<file path="src/rtl/calc_pkg.sv">
// Shared definitions for the calculator datapath: FSM state type, default operand
// width and the bit-counter width helper.
package calc_pkg;

   // Default operand/result width of the calculator datapath.
   localparam int unsigned CALC_WIDTH = 8;

   // Sequencer states of the bit-serial adder.
   typedef enum logic [1:0] {
      StIdle = 2'd0,
      StRun  = 2'd1,
      StDone = 2'd2
   } calc_state_e;

   // Bits needed for a counter that can reach the value 'width'.
   function automatic int unsigned calc_cnt_width(input int unsigned width);
      return $clog2(width + 1);
   endfunction

   localparam int unsigned CALC_CNT_W = calc_cnt_width(CALC_WIDTH);

endpackage

</file>
<file path="src/rtl/bit_serial_adder_full_adder.sv">
// Single-bit combinational full adder cell used by the bit-serial adder.
module bit_serial_adder_full_adder (
   input  logic i_a,
   input  logic i_b,
   input  logic i_cin,
   output logic o_sum,
   output logic o_cout
);

   assign o_sum  = i_a ^ i_b ^ i_cin;
   assign o_cout = (i_a & i_b) | (i_cin & (i_a ^ i_b));

endmodule

</file>
<file path="src/rtl/bit_serial_adder.sv">
// Bit-serial adder: latches two operands on start, adds them LSB-first through one
// full-adder cell with a registered carry, then presents sum/carry with a done pulse.
// Optional subtract support is built when SERIAL_ADDER_SUB_EN is defined; otherwise
// i_sub is accepted but ignored.
module bit_serial_adder
   import calc_pkg::*;
#(
   parameter int unsigned WIDTH = CALC_WIDTH
) (
   input  logic             i_clk,
   input  logic             i_reset,
   input  logic             i_start,
   input  logic [WIDTH-1:0] i_A,
   input  logic [WIDTH-1:0] i_B,
   input  logic             i_sub,
   output logic [WIDTH-1:0] o_sum,
   output logic             o_carry,
   output logic             o_busy,
   output logic             o_done
);

   localparam int unsigned      CNT_W    = calc_cnt_width(WIDTH);
   localparam logic [CNT_W-1:0] LAST_BIT = CNT_W'(WIDTH - 1);

   calc_state_e r_state;
   calc_state_e w_state_next;

   logic [WIDTH-1:0] r_a;
   logic [WIDTH-1:0] r_b;
   logic [WIDTH-2:0] r_res;    // sum bits produced so far, newest at the MSB
   logic             r_carry;
   logic [CNT_W-1:0] r_cnt;
   logic [WIDTH-1:0] r_sum;
   logic             r_sum_carry;

   logic             w_sub;
   logic             w_sum_bit;
   logic             w_cout;
   logic             w_last;
   logic [WIDTH-1:0] w_res_next;

`ifdef SERIAL_ADDER_SUB_EN
   assign w_sub = i_sub;
`else
   logic w_unused_sub;
   assign w_unused_sub = i_sub;
   assign w_sub        = 1'b0;
`endif

   bit_serial_adder_full_adder u_fa (
      .i_a   (r_a[0]),
      .i_b   (r_b[0]),
      .i_cin (r_carry),
      .o_sum (w_sum_bit),
      .o_cout(w_cout)
   );

   assign w_last     = (r_cnt == LAST_BIT);
   assign w_res_next = {w_sum_bit, r_res};

   // State register.
   always_ff @(posedge i_clk) begin
      if (i_reset) begin
         r_state <= StIdle;
      end else begin
         r_state <= w_state_next;
      end
   end

   // Next-state logic: start only honoured in idle, done lasts one cycle.
   always_comb begin
      w_state_next = r_state;
      unique case (r_state)
         StIdle: if (i_start) w_state_next = StRun;
         StRun:  if (w_last)  w_state_next = StDone;
         StDone: w_state_next = StIdle;
         default: w_state_next = StIdle;
      endcase
   end

   // Operand shifting, carry recirculation and result capture.
   always_ff @(posedge i_clk) begin
      if (i_reset) begin
         r_a         <= '0;
         r_b         <= '0;
         r_res       <= '0;
         r_carry     <= 1'b0;
         r_cnt       <= '0;
         r_sum       <= '0;
         r_sum_carry <= 1'b0;
      end else begin
         unique case (r_state)
            StIdle: begin
               if (i_start) begin
                  // Subtraction is A + ~B + 1: invert B and seed the carry.
                  r_a     <= i_A;
                  r_b     <= w_sub ? ~i_B : i_B;
                  r_carry <= w_sub;
                  r_cnt   <= '0;
               end
            end
            StRun: begin
               r_a     <= r_a >> 1;
               r_b     <= r_b >> 1;
               r_res   <= w_res_next[WIDTH-1:1];
               r_carry <= w_cout;
               r_cnt   <= r_cnt + CNT_W'(1);
               if (w_last) begin
                  r_sum       <= w_res_next;
                  r_sum_carry <= w_cout;
               end
            end
            default: ;
         endcase
      end
   end

   assign o_sum   = r_sum;
   assign o_carry = r_sum_carry;
   assign o_busy  = (r_state == StRun);
   assign o_done  = (r_state == StDone);

endmodule
</file>
<file path="config.mk">
export PLATFORM = sky130hd
export DESIGN_NAME = bit_serial_adder
export DESIGN_NICKNAME = d
export VERILOG_FILES = /design/src/rtl/calc_pkg.sv /design/src/rtl/bit_serial_adder_full_adder.sv /design/src/rtl/bit_serial_adder.sv
export SDC_FILE = /design/constraint.sdc
export NUM_CORES = 1
export LEC_CHECK = 0
export CORE_AREA = 2 2 60 62
export CTS_CLUSTER_SIZE = 28
export DETAILED_ROUTE_END_ITERATION = 10
export DIE_AREA = 0 0 62 64
export HOLD_SLACK_MARGIN = 0.02
export PLACE_DENSITY = 0.77
export SLEW_MARGIN = 5
export SYNTH_ARGS = -nofsm -noshare
export SYNTH_HDL_FRONTEND = slang
export SYNTH_SLANG_ARGS = --single-unit
</file>
<file path="constraint.sdc">
create_clock -name i_clk -period 1.4 [get_ports i_clk]
set_input_delay 0.21 -clock i_clk [delete_from_list [all_inputs] [get_ports i_clk]]
set_output_delay 0.21 -clock i_clk [all_outputs]
set_load 0.05 [all_outputs]
</file>
[Yosys cells after proc, flatten, opt, wreduce, memory -nomap -nowiden]
Cells that the tools add are included.
Operators by class
  add/subtract/negate cells: 1
  $mul: 0
  div/mod/pow operators: 0
  magnitude comparators: 0
  eq/ne operators: 5
  shift-type cells: 0
  multiplexer cells: 11
  bitwise operators: 5
  reductions and logical operators: 5
Operator list (count)
  $pmux 8 s2: 2
  $mux 8: 2
  $pmux 4 s2: 1
  $reduce_and 2->1: 3
  $add 4x1->4 const B: 1
  $eq 4x3->1 const B: 1
  $mux 2: 2
  $mux 4: 1
  $pmux 2 s2: 1
  $and 1x1->1: 2
  $eq 2x1->1 const B: 1
  $eq 2x2->1 const B: 1
  $logic_not 2->1: 1
  $ne 2x1->1 const B: 1
  $ne 2x2->1 const B: 1
  $pmux 1 s2: 1
  $reduce_bool 2->1: 1
  $xor 1x1->1: 2
  $mux 1: 1
  $or 1x1->1: 1
Storage, ports and cells
  bits in registers: 39
  bits in latches: 0
  bits in writable memories: 0
  bits in read-only memories: 0
  output and inout bits: 11
  memories: 0

[Longest topological paths before layout]
Gate-level depths: netlist of the first run.
  depth in word-level cells: 4
  depth in mapped cells: 5
  mapped depth without buffers: 4

[Hierarchy]
From an unflattened synthesis of the first run, not the netlist that was laid out.
Unflattened totals
  cell total of the unflattened synthesis: 190
  area total of the unflattened synthesis: 1705.4 um^2
Modules (own cells, without submodules)
  bit_serial_adder: instances 1, cells an instance 189, area each 1685.4 um^2, seq. area each 780.7 um^2
  bit_serial_adder_full_adder: instances 1, cells an instance 1, area each 20.0 um^2, seq. area each 0.0 um^2

[Worst setup path after synthesis of the first run]
No wires, ideal clock.
  kind: register -> output
  start point: register r_state[1]
  end point: output o_done
  arrival: 1.292 ns
  slack: -0.102 ns
  cell stages (with the launch flop): 4
  path buffers: 1
  path through: dfxtp_1 -> inv_1 -> clkbuf_1 -> nor2_1
Between the ends
  word-level cells in the longest chain between the ends: 1
RTL lines
  start: declaration: RTL line bit_serial_adder.sv:25  | calc_state_e r_state;
  start signal: assignment: RTL line bit_serial_adder.sv:64  | r_state <= StIdle;
  start signal: assignment: RTL line bit_serial_adder.sv:66  | r_state <= w_state_next;
  $eq 2x2->1: RTL line bit_serial_adder.sv:121  | assign o_done = (r_state == StDone);
  end: declaration: RTL line bit_serial_adder.sv:19  | output logic o_done
Every way passes these cells.

[Worst setup path in the final report of the first run]
  start point: register r_state[1]
  end point: output o_busy
Between the ends
  word-level cells in the longest chain between the ends: 1
RTL lines
  $eq 2x1->1: RTL line bit_serial_adder.sv:120  | assign o_busy = (r_state == StRun);
  end: declaration: RTL line bit_serial_adder.sv:18  | output logic o_busy,
Every way passes these cells.

==> results of run 1 <==
## worst max-delay path, delay by kind of cell (launching register included)
family | cells | cell delay [ns]
buf+inv | 3 | 0.33
simple gates | 1 | 0.14
flops | 1 | 0.34
## cell type report
| type | count | area (um2) |
|---|---|---|
| well taps | 46 | 57.56 |
| multi-input cells | 122 | 822.0 |
| fillers | 253 | 977.2 |
| clock buffers | 6 | 51.30 |
| flip-flops and latches | 39 | 785.8 |
| repair buffers | 44 | 533.0 |
| clock inverters | 2 | 35.03 |
| inverters | 3 | 22.52 |
## registers in the layout (all words and copies together), names as in the netlist
signal,count
r_state,2
r_res,7
o_carry,1
r_cnt,4
r_b,8
r_a,8
o_sum,8
r_carry,1
## per-layer routing
| metal | up-vias | wire length [um] |
|---|---|---|
| li1 | 695 | - |
| met1 | 662 | 1427 |
| met2 | 53 | 1748 |
| met3 | 9 | 214 |
| met4 | 0 | 79 |
| met5 | - | 0 |
## synth_stat cells, drive strengths merged
master and n:
nor4b 1, nand3 2, o32a 1, or3 1, mux2i 9, and2 4, a21oi 8, inv 1
o2bb2ai 6, ha 1, fa 1, o22ai 4, a21o 1, a221o 4, buf 4, o21ba 1
nand2 16, a31oi 1, a22o 4, clkbuf 5, a211oi 11, nor3 1, nand2b 22, nor2 21
clkinv 2, dfxtp 39, nand3b 1
## worst max path at each step
stage          startpoint     end  slack (ns)  depth (start not counted)
6_report       r_state[1]  o_busy        0.04                          4
5_1_grt        r_state[1]  o_busy       -0.01                          4
4_1_cts        r_state[1]  o_busy       0.008                          4
3_5_place_dp      i_reset  r_b[6]       -0.14                          5
3_3_place_gp      i_reset  r_b[5]       -0.10                          5
2_1_floorplan  r_state[1]  o_done        0.11                          3
## power by group through the flow
stage / logic, uW / clock network [uW] / registers (uW)
6_report: 367 / 782 / 1210
3_3_place_gp: 322 / 0 / 1230
3_5_place_dp: 337 / 0 / 1230
2_1_floorplan: 207 / 0 / 1220
5_1_grt: 402 / 852 / 1220
4_1_cts: 355 / 797 / 1210
## metrics by stage
step	setup TNS (ns)	utilization (%)	hold WS [ns]	total power, uW	cell area, um2
after global routing	-0.02046	70.25	0.4500	2473	2307
after CTS	0	69.68	0.4629	2361	2288
after floorplan	0	-	0.3357	1429	1640
after global placement	-1.029	65.30	0.4458	1550	2145
final	0	70.25	0.4654	2361	2307
after detailed placement	-1.773	65.30	0.4612	1568	2145
## timing repair
item,in CTS,in global routing
cloned,1,0
hold buffers,0,0
setup buffers,3,1
gates resized for setup,5,6
pin swaps,2,0
endpoints found under the setup margin,3,22
## kinds of logic after synthesis
logic type      after synthesis  synth area share, %
buf+inv                      12                3.743
fa+ha+maj                     2                1.986
flops                        39                47.67
compound gates               41                18.87
mux                           9                5.501
simple gates                 69                22.23
==> results.py, run 1 <==
metrics = {
    "run": {
        "max_cap_viol_count": 0,
    },
    "critical_path": {
        "cp_max_fo": 9,
        "slowest_stage": "dfxtp_2",
        "arrival_ns": 1.15,
        "critPathLaunchType": "register",
        "worstPathRequired_ns": 1.19,
        "crit-reg2reg-capture": "o_sum[3]",
        "endpoint_kind": "output port",
        "r2r-start": "r_cnt[0]",
        "r2r_setup_slack_ns": 0.09,
        "cp_cell_sequence": "nand2b_4, buf_6, inv_8, buf_12",
        "slowest_delay_ns": 0.34,
        "criticalPathCategory": "register to output port",
        "r2r_cells": 5,
    },
    "sta": {
        "worst_pin_slew_ns": 0.3755,
        "max_freq_ghz": 0.7340,
        "finalCriticalPeriod_ns": 1.362,
        "setup_ws_ns": 0.03752,
        "drv_slew": 0,
        "hold_violations": 0,
        "period_share_pct": 97.32,
        "skew_ns": 0.005709,
        "finalSetupViolations": 0,
        "slew_headroom_pct": 74.87,
    },
    "clock_tree": {
        "cts_max_path_buffers": 2,
        "cts_buffers": 5,
        "cts_tree": "done",
        "cts.clk_slew.worst_paths_ns": 0.12,
        "cts_sinks": 39,
        "cts_max_level": 2,
        "clk_latency_ns": 0.34,
        "cts_root_buf": "clkbuf_4",
    },
    "detailed_routing": {
        "drtIter0Drc": 83,
        "vias": 1419,
        "drc": 0,
        "routedWlPerCell_um": 13.24,
        "drt_wl_total_um": 3470,
        "drt-pass1-iter-count": 4,
        "vias_per_cell": 5.416,
        "postRouteAntennaNets": 0,
    },
    "die": {
        "start_util_pct": 49.87,
        "coreArea_um2": 3284,
        "ios": 31,
        "chipWidth_um": 62,
        "die_y_um": 64,
        "dieArea_um2": 3968,
        "num_rows": 21,
    },
    "power": {
        "switchingPower_uw": 580.5,
        "p_comb_share_pct": 15.6,
        "p_per_area_nw_per_um2": 1023,
        "seqPwrFrac_pct": 51.3,
        "peakVddDrop_mv": 0.5670,
        "clkPwrFrac_pct": 33.1,
        "swShare_pct": 24.59,
        "p_leak_uw": 0.0008547,
        "p_int_uw": 1780,
    },
    "layout": {
        "final_cells": 262,
        "final_common_cell": "dfxtp_1",
        "antennaDiodeCount": 0,
        "final_nets": 237,
        "drive_above_1_share_pct": 21.76,
        "final_cell_mix": "dfxtp_1, nand2b_1, nor2_1, clkdlybuf4s50_1, nand2_1",
        "syn_to_final_growth_pct": 40.87,
    },
    "run_status": {
        "status": "finished clean",
    },
    "yosys": {
        "synth.cell_area_um2": 1638,
        "synth_cell_types": 30,
        "yosys-top-cells-area": "dfxtp_1, nand2b_1, mux2i_1",
        "syn_nets": 194,
        "synth.largest_area_cell": "dfxtp_1",
        "ys_seq_area_share_pct": 47.67,
        "synth_cells": 172,
        "yosysWarnings": 0,
        "ys_ff_latch": 39,
        "yosysTopAreaCellShare_pct": 47.67,
        "synth_area_per_cell_um2": 9.522,
    },
    "grt": {
        "grt.overflow.total": 0,
        "grt_pass1_wl_um": 6023,
        "antenna_found_initial": 0,
        "grt_usage_pct": 19.82,
        "grtUsageMet1_pct": 25.35,
        "met3_usage_pct": 3.846,
        "use_met2_pct": 32.03,
        "grt_busiest_layer": "met2",
        "grt_max_degree": 40,
        "grt_pass1_vias": 1362,
    },
    "placement": {
        "dp_hpwl_um": 2501,
        "numPortBuffers": 29,
        "dp.cells": 249,
        "dpl_worst_slack_ns": -0.1419,
        "gp_congestion": 0.7977,
    },
    "hold_path": {
        "hold_start": "i_B[7]",
        "hold_path.class": "primary input to register",
        "whs_path_depth": 2,
        "hold_end": "r_b[7]",
    },
}
Power figures use the tool's default switching activity.
==> run 2: changes to the inputs <==
- CORE_AREA: 2 2 60 62 -> 2 2 61 63
- DIE_AREA: 0 0 62 64 -> 0 0 63 65
- PLACE_DENSITY: 0.77 -> 0.74
==> run 2 against run 1 <==
Against the previous run:
- final cell count grew 0.76%
- die area grew 3.2%
- sequential share of layout area is essentially flat
- clock power grew 0.5%
- via count shrank 2.5%
- largest cell class unchanged
- clock-buffer cell count is the same
- first-iteration DRC count shrank 48%
- register-to-register slack is essentially flat
==> results.py, run 2 (synthesis gave the netlist of run 1 again) <==
metrics = {
    "run_status": {
        "status": "finished clean",
    },
    "critical_path": {
        "endpoint_kind": "output port",
        "arrival_ns": 1.14,
        "cp_cell_sequence": "buf_6, nor2_4, buf_12",
        "worstPathRequired_ns": 1.19,
        "r2r-start": "r_cnt[1]",
        "startpoint": "r_state[0]",
        "criticalPathCategory": "register to output port",
        "cp_max_fo": 10,
        "critPathLaunchType": "register",
        "slowest_delay_ns": 0.39,
        "slowest_stage": "dfxtp_4",
    },
    "die": {
        "chipWidth_um": 63,
        "num_rows": 22,
        "ios": 31,
        "start_util_pct": 46.85,
        "die_y_um": 65,
        "coreArea_um2": 3496,
        "dieArea_um2": 4095,
    },
    "detailed_routing": {
        "postRouteAntennaNets": 0,
        "vias": 1384,
        "drc": 0,
        "vias_per_cell": 5.242,
        "drtIter0Drc": 43,
        "drt-pass1-iter-count": 4,
        "drt_wl_total_um": 3333,
        "routedWlPerCell_um": 12.63,
    },
    "sta": {
        "rsz0062_at_grt": "false",
        "slew_headroom_pct": 70.92,
        "skew_ns": 0.01226,
        "period_share_pct": 96.10,
        "worst_pin_slew_ns": 0.4346,
        "max_freq_ghz": 0.7433,
        "whs_ns": 0.4718,
        "finalSetupViolations": 0,
        "setup_ws_ns": 0.05459,
        "hold_violations": 0,
        "finalCriticalPeriod_ns": 1.345,
        "drv_slew": 0,
    },
    "power": {
        "p_per_area_nw_per_um2": 1023,
        "power_uw": 2358,
        "p_leak_uw": 0.0008530,
        "peakVddDrop_mv": 0.7231,
    },
    "hold_path": {
        "hold_start": "i_B[7]",
        "hold_path.class": "primary input to register",
    },
    "clock_tree": {
        "ctsHoldBuffers": 0,
        "cts_tree": "done",
        "cts.clk_slew.worst_paths_ns": 0.12,
        "clk_latency_ns": 0.34,
        "cts_max_level": 2,
        "cts_sinks": 39,
        "cts_buffers": 5,
        "cts_max_path_buffers": 2,
        "cts_root_buf": "clkbuf_4",
    },
    "layout": {
        "final_cells": 264,
        "seqCellArea_um2": 785.8,
        "nFillCells": 297,
        "syn_to_final_growth_pct": 40.72,
        "drive_above_1_share_pct": 20.83,
        "multi_input_area_um2": 827.0,
        "final_cell_mix": "dfxtp_1, nand2b_1, nor2_1, clkdlybuf4s50_1, nand2_1",
        "final_common_cell": "dfxtp_1",
        "fin_util_pct": 65.93,
        "final_nets": 237,
        "antennaDiodeCount": 0,
    },
    "grt": {
        "grt_pass1_wl_um": 5644,
        "grt_max_degree": 26,
        "antenna_found_initial": 0,
        "grt_pass1_vias": 1352,
        "grt.overflow.total": 0,
        "grt_usage_pct": 17.11,
    },
    "placement": {
        "gp_congestion": 0.7626,
        "numPortBuffers": 29,
        "dp_hpwl_um": 2439,
        "dp.cells": 253,
        "dpl_worst_slack_ns": -0.1506,
    },
    "run": {
        "max_cap_viol_count": 0,
    },
}
run 2: cell count changes in the layout (fill, tap and decap cells not counted), sizes merged:
| cell | previous run | this run |
|---|---|---|
| clkinv | 1 | 3 |
| clkinvlp | 1 | 0 |
| inv | 2 | 1 |
run 2: path summary, 6_finish.rpt:
kind         endpoint  slack (ns)  cells after the start
max            o_done        0.05                      3
min            r_b[7]        0.47                      2
max reg2reg   o_carry        0.08                      5
min reg2reg  r_res[5]        0.48                      2
run 2: per-stage QoR:
stage	setup TNS, ns	cell area [um2]
after detailed placement	-0.9188	2162
after global routing	0	2305
after CTS	0	2270
after floorplan	0	1640
after global placement	-0.6701	2162
final	0	2305
run 2: routing by layer:
| metal | track usage [%] | vias to the layer above | part of all wire, % |
|---|---|---|---|
| met5 | 0 | - | 0 |
| met4 | 5.000 | 0 | 0.87 |
| met3 | 4.861 | 2 | 5.5 |
| met2 | 30.72 | 44 | 50 |
| met1 | 19.74 | 644 | 43 |
| li1 | - | 694 | - |
run 2: cell type report:
class | count | area share, %
clock buffers | 6 | 2.226
flip-flops and latches | 39 | 34.09
inverters | 3 | 0.7058
clock inverters | 2 | 1.520
repair buffers | 44 | 22.96
multi-input cells | 122 | 35.88
well taps | 48 | 2.606
run 2: critical path, delay by kind of cell, from the launching register on:
family | cells | cell delay (ns)
buf+inv | 2 | 0.28
simple gates | 1 | 0.12
flops | 1 | 0.39
run 2: timing repair:
item,CTS,global route
endpoints found under the setup margin,3,19
pin swaps,0,2
gates resized for setup,7,3
buffers inserted,0,2
cloned,0,1
run 2: where the power goes:
group	total [uW]	leakage, uW	internal [uW]	switching [uW]
Sequential	1210	0.000319	1170	43.2
Combinational	360	0.000485	189	171
Clock	786	0.0000482	422	364
Total	2360	0.000853	1780	578
